<file path="src/rtl/ram_dp.sv">
// Single-clock simple dual-port RAM with byte enables, a self-clearing
// sequencer (reset release or init pulse), configurable read latency and read-during-write mode.
module ram_dp #(
  parameter int BIT = 16,
  parameter int SZB = 4,
  parameter int RDW = 0,
  parameter int LAT = 1
) (
  input  logic               clock,
  input  logic               reset,
  input  logic               init,
  output logic               busy,
  input  logic               we,
  input  logic [BIT/8-1:0]   be,
  input  logic [SZB-1:0]     waddr,
  input  logic [BIT-1:0]     d,
  input  logic               re,
  input  logic [SZB-1:0]     raddr,
  output logic [BIT-1:0]     q,
  output logic               q_valid
);

  localparam int NB    = BIT / 8;
  localparam int DEPTH = 1 << SZB;
  localparam logic [SZB-1:0] CNT_MAX = {SZB{1'b1}};
  localparam logic [SZB-1:0] CNT_ONE = SZB'(1'b1);

  typedef enum logic [0:0] {
    CLEAR = 1'b0,
    IDLE  = 1'b1
  } state_t;

  state_t         state_r;
  state_t         state_nx_s;
  logic [SZB-1:0] cnt_r;
  logic [SZB-1:0] cnt_nx_s;

  logic [BIT-1:0] mem_r [DEPTH];

  logic           clr_we_s;
  logic           wr_acc_s;
  logic           rd_acc_s;
  logic [BIT-1:0] wr_word_s;
  logic [BIT-1:0] rd_word_s;
  logic [BIT-1:0] q_r;
  logic           qv_r;

  // Byte-lane merge: lanes with en set take the new byte, others keep the old one.
  function automatic logic [BIT-1:0] merge_bytes(
    input logic [BIT-1:0] old_w,
    input logic [BIT-1:0] new_w,
    input logic [NB-1:0]  en
  );
    logic [BIT-1:0] res;
    res = old_w;
    for (int k = 0; k < NB; k++) begin
      if (en[k]) begin
        res[8*k +: 8] = new_w[8*k +: 8];
      end else begin
        res[8*k +: 8] = old_w[8*k +: 8];
      end
    end
    return res;
  endfunction

  // Sequencer state and clear counter.
  always_ff @(posedge clock or negedge reset) begin
    if (!reset) begin
      state_r <= CLEAR;
      cnt_r   <= {SZB{1'b0}};
    end else begin
      state_r <= state_nx_s;
      cnt_r   <= cnt_nx_s;
    end
  end

  // Next-state logic: CLEAR walks every address once, IDLE waits for init.
  always_comb begin
    state_nx_s = state_r;
    cnt_nx_s   = cnt_r;
    case (state_r)
      CLEAR: begin
        cnt_nx_s = cnt_r + CNT_ONE;
        if (cnt_r == CNT_MAX) begin
          state_nx_s = IDLE;
        end else begin
          state_nx_s = CLEAR;
        end
      end
      IDLE: begin
        if (init) begin
          state_nx_s = CLEAR;
          cnt_nx_s   = {SZB{1'b0}};
        end else begin
          state_nx_s = IDLE;
          cnt_nx_s   = cnt_r;
        end
      end
      default: begin
        state_nx_s = CLEAR;
        cnt_nx_s   = {SZB{1'b0}};
      end
    endcase
  end

  // Clear writes are held off while reset is asserted so the array is only touched by the sequence proper.
  assign clr_we_s  = (state_r == CLEAR) && reset;
  assign wr_acc_s  = (state_r == IDLE) && we;
  assign rd_acc_s  = (state_r == IDLE) && re;
  assign wr_word_s = merge_bytes(mem_r[waddr], d, be);
  assign busy      = (state_r == CLEAR);

  // Same-address bypass returns the merged word only in write-first mode.
  always_comb begin
    rd_word_s = mem_r[raddr];
    if ((RDW == 1) && wr_acc_s && (waddr == raddr)) begin
      rd_word_s = wr_word_s;
    end else begin
      rd_word_s = mem_r[raddr];
    end
  end

  // Storage array: no reset, zeroed only by the clear sequence.
  always_ff @(posedge clock) begin
    if (clr_we_s) begin
      mem_r[cnt_r] <= {BIT{1'b0}};
    end else if (wr_acc_s) begin
      mem_r[waddr] <= wr_word_s;
    end
  end

  generate
    if (LAT == 2) begin : g_lat2
      logic [BIT-1:0] p_r;
      logic           pv_r;

      // Two-stage read path: capture stage then output register.
      always_ff @(posedge clock or negedge reset) begin
        if (!reset) begin
          p_r  <= {BIT{1'b0}};
          pv_r <= 1'b0;
          q_r  <= {BIT{1'b0}};
          qv_r <= 1'b0;
        end else begin
          pv_r <= rd_acc_s;
          if (rd_acc_s) begin
            p_r <= rd_word_s;
          end
          qv_r <= pv_r;
          if (pv_r) begin
            q_r <= p_r;
          end
        end
      end
    end else begin : g_lat1
      // Single-stage read path; q holds between accepted reads.
      always_ff @(posedge clock or negedge reset) begin
        if (!reset) begin
          q_r  <= {BIT{1'b0}};
          qv_r <= 1'b0;
        end else begin
          qv_r <= rd_acc_s;
          if (rd_acc_s) begin
            q_r <= rd_word_s;
          end
        end
      end
    end
  endgenerate

  assign q       = q_r;
  assign q_valid = qv_r;

endmodule

</file>
<file path="config.mk">
export PLATFORM = sky130hd
export DESIGN_NAME = ram_dp
export DESIGN_NICKNAME = d
export VERILOG_FILES = /design/src/rtl/ram_dp.sv
export SDC_FILE = /design/constraint.sdc
export NUM_CORES = 1
export LEC_CHECK = 0
export CORE_MARGIN = 2
export CORE_UTILIZATION = 25
export DETAILED_ROUTE_END_ITERATION = 8
export PLACE_DENSITY = 0.45
export SYNTH_ARGS = -nofsm -noshare
export SYNTH_HDL_FRONTEND = slang
export SYNTH_SLANG_ARGS = --single-unit
export TNS_END_PERCENT = 10
</file>
<file path="constraint.sdc">
create_clock -name clock -period 3.22 [get_ports clock]
set_input_delay 0.644 -clock clock [delete_from_list [all_inputs] [get_ports clock]]
set_output_delay 0.644 -clock clock [all_outputs]
set_load 0.01 [all_outputs]
</file>
======== Yosys cells after proc, flatten, opt, wreduce, memory -nomap -nowiden ========
Memories as Yosys holds them, arrays and structs flattened. A register that Yosys moved wholly into a read port is not among the register bits.
Cells that the tools add are included.
storage, ports and cells
  memories ................................ 1
  register bits after elaboration ......... 6
  logic and storage cells ................. 32
  bits in writable memories ............... 256
memory list
  name   depth  width  rd ports  clocked after Yosys merged registers in  wr ports  RTL line  RTL
  mem_r  16     16     1         1                                        1         38        logic [BIT-1:0] mem_r [DEPTH];
operators by class
  reductions and logical operators ........ 7
  bitwise gates (word level) .............. 1
  equality and inequality tests ........... 4
  add/sub/neg operators ................... 1
  muxes and demuxes ....................... 15
operators with widths
  kind                   number
  $mux W16               1
  $mux W8                2
  $reduce_or A16 Y1      1
  $mux W4                2
  $pmux W4 S2            1
  $mux W1                7
  $add A4 B1 Y4 const B  1
  $eq A4 B4 Y1 const B   1
  $reduce_and A2 Y1      2
  $logic_and A1 B1 Y1    3
  $mux W2                1
  $ne A1 B1 Y1 const B   2
  $ne A2 B2 Y1 const B   1
  $pmux W1 S2            1
  $logic_not A1 Y1       1
  $not A1 Y1             1

======== Depth between registers and ports, before layout ========
  depth in word-level cells ............... 7
  mapped depth ............................ 6

======== Worst setup path after synthesis ========
Ideal clock, no wire load.
  kind .................................... input-to-reg
  start ................................... input be[0]
  end ..................................... memory mem_r[3][0] (enable)
  path slack .............................. 869 ps
  path buffers ............................ 1
  setup time .............................. 370 ps
  stages .................................. 5
  data arrival time ....................... 1981 ps
  data required time ...................... 2850 ps
  path through ............................ o211a_1 buf_4 mux2_4 or2_1 nor2_1
between the ends
  longest elaborated chain between the ends .. 4
ends and longest elaborated chain
  what                                                 RTL line  RTL
  from (decl)                                          14        input logic [BIT/8-1:0] be,
  $ne A1 B1 Y1 (no line) *                             --
  $reduce_and A2 Y1 (no line) *                        --
  $reduce_or A16 Y1 (no line)                          --
  $mux W4 (no line) / $mux W2 (equally long branches)  --
  to (decl)                                            38
Mark *: on every way between the ends. The rest lies on a longest branch, timed or not.

======== Worst setup path in the final report ========
  start ................................... input we
  end ..................................... memory mem_r[11][0] (enable)
between the ends
  longest elaborated chain between the ends .. 7
ends and longest elaborated chain
  what                                                 RTL line  RTL
  from (decl)                                          13        input logic we,
  $logic_and A1 B1 Y1 *                                108       assign wr_acc_s = (state_r == IDLE) && we;
  $mux W1 *                                            127       end else if (wr_acc_s) begin
  $mux W1 *                                            125       if (clr_we_s) begin
  $mux W1 (implied by the code) *                      128       mem_r[waddr] <= wr_word_s;
  $reduce_and A2 Y1 (no line)                          --
  $reduce_or A16 Y1 (no line)                          --
  $mux W4 (no line) / $mux W2 (equally long branches)  --
Marks and branches as above.

==> key figures <==
Outcome
  • Outcome: finished, final reports clean

Timing
  • Final setup margin: 0.7040 ns
  • Fin crit share: 78.14%
  • F_max: 0.3975 GHz
  • RSZ-0062 raised after global routing: false
  • Worst-margin pin slew: approximately 0.77 ns
  • Worst Clk Skew: 0.007699 ns
  • Headroom to the max-slew limit: 48.21%
  • Post-route setup TNS: 0 ns
  • Min Tclk post-route: 2.516 ns
  • Final Setup Violations: 0
  • Final hold vios: 0
  • Worst hold margin: 0.4730 ns
  • Final slew viol count: 0

Logic synthesis
  • Avg Cell Area, Syn: 15.98 um2
  • Simple-Gate Fraction of Synth Area: 7.817%
  • Syn Nets: 726
  • Area leader, netlist: edfxtp_1
  • Synth Area in Compound Gates: about 3.7%
  • Synth Register Bits: around 280
  • Syn Std Cell Area: ~0.011 mm2
  • Top cells by area, synth: edfxtp_1 69%, mux2i_1 12%, dfrtp_1 5.0%
  • Largest family of logic cells by synthesized area: multiplexers
  • Synth Warn #: 0
  • Post-Synth XOR/XNOR Area: 0.1579%
  • Top cell type's share of synthesized area: around 70%
  • Post-synthesis adder-cell area fraction: 0.1128%
  • Synthesized instance count: approximately 690
  • Synth cell types: 28
  • Seq/Total Area, Yosys: between 70% and 80%
  • Post-synthesis mux area share: 12.32%

Drt
  • DR iter-0 viols: approximately 340
  • Via count: 6,159
  • DRC: 0
  • Drt wl/cell: 19.02 um
  • First drt pass iteration count: 5
  • Antenna-violating nets left: 0
  • Vias per cell: 4.331
  • Total wire length: 27,050 um

Critical path
  • Crit Path Max Fanout: 8
  • R2R depth: 6
  • Flop-to-flop setup slack: 0.95 ns
  • Slowest-stage cell, CP: clkdlybuf4s50_1
  • Worst Setup Start Kind: input pin
  • Max stage delay on crit path: 0.50 ns
  • Crit. End Element: flop
  • Crit path DAT: about 2.8 ns
  • WS Path Type: in2reg
  • Worst path cell trace: clkdlybuf4s50_1, o211a_1, buf_4, mux2_4, or2_1, nor2_1, buf_4
  • RR Endpoint: mem_r[11][0]
  • Worst Path Required: roughly 3.5 ns
  • Worst path bufs/invs: 3
  • CP Launch Point: we
  • Delay-heaviest family, CP: buffers and inverters
  • Most used cell along the critical path: buf_4
  • Worst r2r src: state_r

Layout
  • Fill cells: ~4,400
  • Share of layout cells above drive strength 1: between 10 and 15%
  • Area Overhead vs Synth: 22.91%
  • Most frequent cells in the layout: 256 x edfxtp_1, 135 x mux2i_1, 71 x buf_4
  • Commonest non-fill, non-tap cell in the layout: edfxtp_1
  • Layout Nets: 840
  • Number of diodes: 0

Floorplan
  • Die width: 214.6 um
  • Starting Density: about a quarter
  • Site Rows: 77
  • Top Ports: 49
  • Die H: between 200 and 250 um
  • Die area: 0.04607 mm2
  • Core Region: 0.04403 mm2

Job
  • Max-Cap Viols: 0

Clock tree
  • Clock latency on the worst-skew pair: 0.54 ns
  • CTS Sinks: 278
  • CTS Buf Count: 28
  • # H-tree levels: 1
  • Post-CTS Setup Bufs: 0
  • Post-cts gate resize count: 0
  • CTS clk-pin slew, worst paths: ~0.06 ns
  • Worst-case clock buffer depth: 3
  • CTS Hold Buffers Added: 0
  • CTS tree: done
  • CTS Root Cell: clkbuf_16

Power
  • Pwr Density: 700.6 mW/mm2
  • VDD IR max: 0.3549 mV
  • Leak: slightly below 5 nW

Hold path
  • Hold wc startpoint: q[15]
  • Hold EP: q[15]
  • Worst Hold Class: reg2reg
  • Hold Crit Depth: 2

Placed design
  • # port buffers: 48
  • Routability congestion estimate from global placement: 0.7120
  • Pre-CTS setup slack: 0.2020 ns
  • Post-DP HPWL: 17,770 um

GRT
  • Overall routing resource usage: 11.68%
  • Vias in the first global route: 6,317
  • Initial antenna violation count: 0
  • GRT overflow: 0
  • Pin count of the biggest net entering global routing: 42
  • Global-route wire length before repair: 40,350 um
Yosys cell counts (all sizes together):
| master | count |
|---|---|
| a31oi | 2 |
| o211a | 1 |
| xor2 | 1 |
| nand3b | 1 |
| and2 | 19 |
| nor2 | 38 |
| nor2b | 11 |
| buf | 17 |
| edfxtp | 256 |
| mux2i | 135 |
| and3 | 1 |
| or2 | 8 |
| xnor2 | 1 |
| mux2 | 1 |
| nand4 | 16 |
| o21ai | 2 |
| dfrtp | 22 |
| a22oi | 48 |
| nand3 | 34 |
| clkbuf | 20 |
| o22ai | 2 |
| o2bb2ai | 1 |
| ha | 1 |
| nand2 | 54 |
| inv | 2 |
through the flow:
stage,cells,cell area [um2],power (mW),util [%]
final,1422,13630,9.552,30.96
after global routing,1422,13630,9.996,30.96
after CTS,1422,13630,9.685,30.96
after floorplan,694,11090,5.551,-
after global placement,1370,12730,6.444,28.90
after detailed placement,1370,12730,6.462,28.90
worst reg2reg max path: stages, from the launching register on:
cell	delay, ns
dfrtp_1	0.36
o211a_1	0.29
buf_4	0.20
mux2_4	0.34
or2_1	0.32
nor2_1	0.24
buf_4	0.23
worst max path at each step:
stage	endpoint	slack (ns)	depth (start not counted)
2_1_floorplan	mem_r[3][0]	0.87	5
3_3_place_gp	mem_r[11][3]	0.19	7
3_5_place_dp	mem_r[11][4]	0.20	7
4_1_cts	busy	0.75	3
5_1_grt	mem_r[11][0]	0.65	7
6_report	mem_r[11][0]	0.70	7
sequential cells by signal, summed over array words and instances (netlist names):
register  flops
mem_r       256
q            16
cnt_r         4
q_valid       1
state_r       1
layout make-up:
cell class,count,area (um2),share of cell area (%)
sequential,278,8238,60.43
clock inverter,17,158.9,1.166
multi-input combinational,377,2685,19.70
tap,592,740.7,5.433
clock buffer,35,748.2,5.488
inverter,2,7.507,0.05507
timing repair buffer,121,1055,7.737
cell families after synthesis:
kind of cell / after synthesis
and+or+nand+nor: 182
AOI/OAI and AO/OA: 56
adders and majority gates: 1
buffers and inverters: 39
DFF: 278
xor gates and xnor gates: 2
muxes: 136
power breakdown:
group          internal, mW  switching [mW]  total, mW
Clock                  1.88            1.33       3.22
Combinational         0.702           0.943       1.65
Sequential             4.50           0.188       4.69
layer usage:
metal / routed length (um) / up-vias / GRT usage [%]
met5: 0 / - / 0
met2: 12760 / 134 / 19.03
met3: 1280 / 24 / 1.674
li1: - / 2884 / -
met1: 12650 / 3117 / 16.47
met4: 364 / 0 / 2.731
Power figures use the tool's default switching activity.
==> patch 1 (config.mk and constraints unchanged) <==
Make the reset (`reset`) synchronous in 3 clocked blocks.
--- a/src/rtl/ram_dp.sv
+++ b/src/rtl/ram_dp.sv
@@ -64,7 +64,7 @@
   endfunction
 
   // Sequencer state and clear counter.
-  always_ff @(posedge clock or negedge reset) begin
+  always_ff @(posedge clock) begin
     if (!reset) begin
       state_r <= CLEAR;
       cnt_r   <= {SZB{1'b0}};
@@ -135,7 +135,7 @@
       logic           pv_r;
 
       // Two-stage read path: capture stage then output register.
-      always_ff @(posedge clock or negedge reset) begin
+      always_ff @(posedge clock) begin
         if (!reset) begin
           p_r  <= {BIT{1'b0}};
           pv_r <= 1'b0;
@@ -154,7 +154,7 @@
       end
     end else begin : g_lat1
       // Single-stage read path; q holds between accepted reads.
-      always_ff @(posedge clock or negedge reset) begin
+      always_ff @(posedge clock) begin
         if (!reset) begin
           q_r  <= {BIT{1'b0}};
           qv_r <= 1'b0;
Function: no difference found for any inputs over 10 cycles, from zero or initial values and one cycle with reset low; that may be too few to reach the edited logic, so the function may still have changed.
==> patch 1 against the unedited design <==
Final area is 2.5% lower; synthesized area fell by 1.2%; setup slack got worse by 220 ps; core utilization fell by 0.18 points; first-iteration DRC count rose by 6.3%; wire length down 7.0%; sequential cell count unchanged; non-clock buffer count decreased by 31; critical path depth down 1; sequential share of layout area grew 0.74 points; worst hold slack improved by 46 ps; critical path type unchanged; critical endpoint is now mem_r[4][12].
Power is not compared: it rests on default switching activity, and its combinational part moved more than twofold at a synthesized area within 25%.
==> patch 1: results (changes against the unedited design) <==
- Overall routed net length: 25,150 um (was 27,050 um)
- Dpl cell area: 12,350 um2 (was 12,730 um2)
- Hold Path Class: reg2reg (unchanged)
- Share of layout cells above drive strength 1: 23.98% (was 14.70%)
- Critical path class: in2reg (unchanged)
- R2R Path End: mem_r[4][12] (was mem_r[11][0])
- Crit path max-delay cell type: nor2_1 (was clkdlybuf4s50_1)
- Global-route usage over all layers: 11.33% (was 11.68%)
- Post-DP HPWL: 16,990 um (was 17,770 um)
- Clock Skew: 15.66 ps (was 7.699 ps)
- Status: complete, no violations (unchanged)
- DR iter-0 viols: 356 (was 335)
- Commonest cells post-synth: edfxtp_1 (256), mux4_2 (46), nor2_1 (38) (was edfxtp_1 (256), mux2i_1 (135), nand2_1 (54))
- CTS root buf: clkbuf_16 (unchanged)
- Largest cells by area after synthesis: edfxtp_1 (70%), mux4_2 (9.5%), dfxtp_1 (4.0%), mux4_1 (3.8%), mux2i_1 (2.2%) (was edfxtp_1 (69%), mux2i_1 (12%), dfrtp_1 (5.0%), a22oi_1 (3.2%), nand2_1 (1.8%))
- Layout Nets: 673 (was 840)
- Number of library cell types mapped by synthesis: 35 (was 28)
- Hold path start: q[7] (was q[15])
- Slew margin rel.: 36.69% (was 48.21%)
- Worst-skew pair later-pin latency: around 530 ps
- Final RePlAce weighted congestion: 0.7918 (was 0.7120)
- TritonRoute pass-1 iters: 4 (was 5)
- DR WL/cell: 20.14 um (was 19.02 um)
- Post-Synthesis Cells: 546 (was 694)
- Number of global-route vias before repair: 5,772 (was 6,317)
- CTS Buf Count: 29 (was 28)
- Arrival time worst endpoint: 2890 ps (was 2760 ps)
- Reg-to-reg slack, setup: 480 ps (was 950 ps)
- Post-synthesis adder-cell area fraction: 0.1142% (was 0.1128%)
- Ys async rst share: 0% (was 7.914%)
- Hold Path Sink: q[7] (was q[15])
- Compound-cell area share of the yosys netlist: 2.888% (was 3.734%)
- Synthesized net count: 578 (was 726)
- Mux cell area share after synthesis: 17.33% (was 12.32%)
- Via count: 5,339 (was 6,159)
- Pleak: 4.778 nW
- FF-to-FF Start: state_r (unchanged)
- Post-Place Cells: 1,195 (was 1,370)
- Register area share after synthesis: 74.16% (was 74.27%)
- Post-synthesis xor/xnor area fraction: 0% (was 0.1579%)
- Global-route wire length before repair: 37,830 um (was 40,350 um)
- R2R cell count: 5 (was 6)
- Worst path max stage delay: 740 ps (was 500 ps)
- Largest net degree at the start of global routing: 37 (was 42)
- Worst-path fanout max: 8 (unchanged)
patch 1: changes by cell type after synthesis, moves of 15 or more:
cell     change
nand4_1     -15
nand3_1     -33
dfrtp_1     -22
mux2_2      +18
mux4_1      +16
mux4_2      +46
dfxtp_1     +22
mux2i_1    -111
a22oi_1     -32
nand2_1     -46
patch 1: worst max-delay path by stage:
| stage | cells after the start | end | from | slack [ps] |
|---|---|---|---|---|
| floorplan | 4 | mem_r[13][10] | be[0] | 720 |
| global placement | 6 | mem_r[8][15] | we | 10 |
| detailed placement | 6 | mem_r[4][12] | we | -60 |
| CTS | 5 | mem_r[4][11] | state_r | 490 |
| global route | 5 | mem_r[8][11] | state_r | 410 |
| finish | 6 | mem_r[4][12] | we | 480 |
patch 1: cells by family after synthesis:
group                      after synthesis
DFF                                    278
muxes                                  104
and+or+nand+nor                         90
AOI/OAI and AO/OA                       46
buffers and inverters                   27
adders and majority gates                1
patch 1: metrics by stage:
stage	hold slack, ps	power [mW]	setup TNS [ps]	worst slack [ps]
after floorplan	480.9	4.198	0	723.8
after detailed placement	504.2	4.322	-638.0	-55.74
after global routing	556.9	7.758	0	408.5
after CTS	518.0	7.587	0	486.9
final	519.4	7.502	0	482.9
after global placement	501.6	4.320	0	10.72
patch 1: critical path: cells and delay by family:
| kind | cells | cell delay (ps) |
|---|---|---|
| muxes | 1 | 160 |
| buffers and inverters | 2 | 830 |
| AOI/OAI and AO/OA | 1 | 150 |
| and+or+nand+nor | 2 | 1100 |
patch 1: layout make-up:
cell class | count | area (um2)
Antenna cell | 1 | 2.502
Clock buffer | 47 | 854.6
Clock inverter | 6 | 83.83
Fill cell | 4182 | 29880
Inverter | 1 | 3.754
Multi-Input combinational cell | 241 | 2676
Sequential cell | 278 | 8128
Tap cell | 585 | 732.0
Timing Repair Buffer | 90 | 808.3
patch 1: power by group through the flow:
| stage | clock [mW] | combinational, mW | sequential [mW] |
|---|---|---|---|
| 2_1_floorplan | 0 | 0.192 | 4.01 |
| 3_3_place_gp | 0 | 0.309 | 4.01 |
| 6_report | 3.26 | 0.304 | 3.94 |
| 4_1_cts | 3.34 | 0.312 | 3.94 |
| 5_1_grt | 3.49 | 0.328 | 3.94 |
| 3_5_place_dp | 0 | 0.310 | 4.01 |
patch 1: layer usage:
metal	GRT usage (%)	vias up	wire, um
met5	0	-	0
met4	2.443	0	402
met3	1.538	35	896
met2	19.39	93	12450
met1	15.41	2791	11400
li1	-	2420	-
==> patch 2 (same flow settings) <==
Made on the original files. The parameter `SZB` goes from 4 to 5.
--- a/src/rtl/ram_dp.sv
+++ b/src/rtl/ram_dp.sv
@@ -2,7 +2,7 @@
 // sequencer (reset release or init pulse), configurable read latency and read-during-write mode.
 module ram_dp #(
   parameter int BIT = 16,
-  parameter int SZB = 4,
+  parameter int SZB = 5,
   parameter int RDW = 0,
   parameter int LAT = 1
 ) (
Ports: changed (resized raddr and waddr); port bits go from 49 to 51. The function was not compared with the original's and may differ.
==> patch 2 against the unedited design <==
Synthesized area grew 93%; via count grew 83%; final area rose by 91%; power is 81% higher; setup slack worse by 130 ps; largest cell class unchanged; maximum frequency fell by 4.8%; critical endpoint is now mem_r[25][14]; sequential cell count up 257; wire length grew 110%; largest power group unchanged; synthesized cell count grew 75%; die area rose by 91%.
==> patch 2: results (changes against the unedited design) <==
- Post-Synthesis Cells: 1,213 (was 694)
- Commonest cells post-synth: edfxtp_1 (512), mux2i_1 (261), nor2_1 (68) (was edfxtp_1 (256), mux2i_1 (135), nand2_1 (54))
- Slew @ Worst Pin: 981.6 ps (was 774.0 ps)
- Peak supply drop: 0.4578 mV (was 0.3549 mV)
- Fill cells: 8,454 (was 4,366)
- Crit path max-delay cell type: nor2_1 (was clkdlybuf4s50_1)
- Number of port buffers: 50 (was 48)
- Ys async rst share: 4.299% (was 7.914%)
- Max reg flops: 512 (was 256)
- Arrival time worst endpoint: 2860 ps (was 2760 ps)
- Global-route wire length before repair: 80,890 um (was 40,350 um)
- CTS Buf Count: 54 (was 28)
- Number of global-route vias before repair: 11,610 (was 6,317)
- Initial antenna violation count: 0 (unchanged)
- R2R cell count: 6 (unchanged)
- Largest cells by area after synthesis: edfxtp_1 (72%), mux2i_1 (12%), dfrtp_1 (2.7%), a22oi_1 (2.2%), a221oi_2 (1.7%) (was edfxtp_1 (69%), mux2i_1 (12%), dfrtp_1 (5.0%), a22oi_1 (3.2%), nand2_1 (1.8%))
- Via count: 11,300 (was 6,159)
- Number of library cell types mapped by synthesis: 35 (was 28)
- Worst path max stage delay: 680 ps (was 500 ps)
- Worst setup path endpoint: mem_r[25][14] (was mem_r[11][0])
- Status: complete, no violations (unchanged)
- Post-Place Cells: 2,488 (was 1,370)
- Worst-skew pair later-pin latency: 610 ps (was 540 ps)
- CP Launch Point: we (unchanged)
- H-tree depth: 2 (was 1)
- Hold Path Class: in2async (was reg2reg)
- Clock Skew: 21.78 ps (was 7.699 ps)
- Fin cells: 2,587 (was 1,422)
- Synthesized net count: 1,248 (was 726)
- Overall routed net length: 55,960 um (was 27,050 um)
- Share of layout cells above drive strength 1: 18.99% (was 14.70%)
- DR iter-0 viols: 779 (was 335)
- Largest net degree at the start of global routing: 43 (was 42)
- Post-synth EDFFs: 512 (was 256)
- Pleak: 9.237 nW (was 4.810 nW)
- Reg-to-reg slack, setup: 780 ps (was 950 ps)
## patch 2: power breakdown
part	total [mW]	switching (mW)	internal, mW
combinational	2.51	1.50	1.00
clock	6.32	2.62	3.70
sequential	8.42	0.239	8.19
## patch 2: kinds of logic after synthesis
group	count (synthesis)	share of synthesized area, %
AO/OA/AOI/OAI	199	8.210
AND/OR/NAND/NOR	142	2.857
flip-flops	535	74.34
buffers and inverters	71	2.169
adder cells (fa/ha/maj)	2	0.1166
multiplexers	262	12.23
XOR/XNOR	2	0.08165
## patch 2: how the worst min path moves through the flow
stage               startpoint  endpoint  slack [ps]  cells after the start
finish                   reset      q[1]         130                      2
global route             reset      q[7]         140                      2
CTS                      reset      q[1]         120                      2
detailed placement       q[14]     q[14]         480                      2
global placement         q[14]     q[14]         500                      2
floorplan                reset  cnt_r[0]         350                      0
## patch 2: critical path, delay by kind of cell
kind | cells | cell delay (ps)
buffers and inverters | 2 | 660
multiplexers | 1 | 280
AND/OR/NAND/NOR | 3 | 980
AO/OA/AOI/OAI | 1 | 280
## patch 2: per-layer routing
layer / global-route usage (%) / up-vias / routed length (um)
met1: 16.58 / 5796 / 25640
met3: 2.253 / 68 / 2155
li1: - / 5228 / -
met2: 20.90 / 205 / 26990
met5: 0 / - / 0
met4: 3.451 / 0 / 1174
## patch 2: cell type report
class	instances	area (um2)	share of cell area [%]
clock inverter	25	239.0	0.9187
timing repair buffer	200	1789	6.878
sequential	535	15950	61.32
multi-input combinational	607	5065	19.47
tap	1144	1431	5.503
clock buffer	74	1530	5.883
inverter	2	7.507	0.02886
## patch 2: through the flow
step | util [%] | setup WS, ps | instance area, um2
6_report | 30.55 | 577.8 | 26010
5_1_grt | 30.55 | 409.5 | 26010
4_1_cts | 30.55 | 563.1 | 26010
3_5_place_dp | 28.47 | -69.88 | 24240
3_3_place_gp | 28.47 | -114.4 | 24240
2_1_floorplan | - | 762.4 | 21460
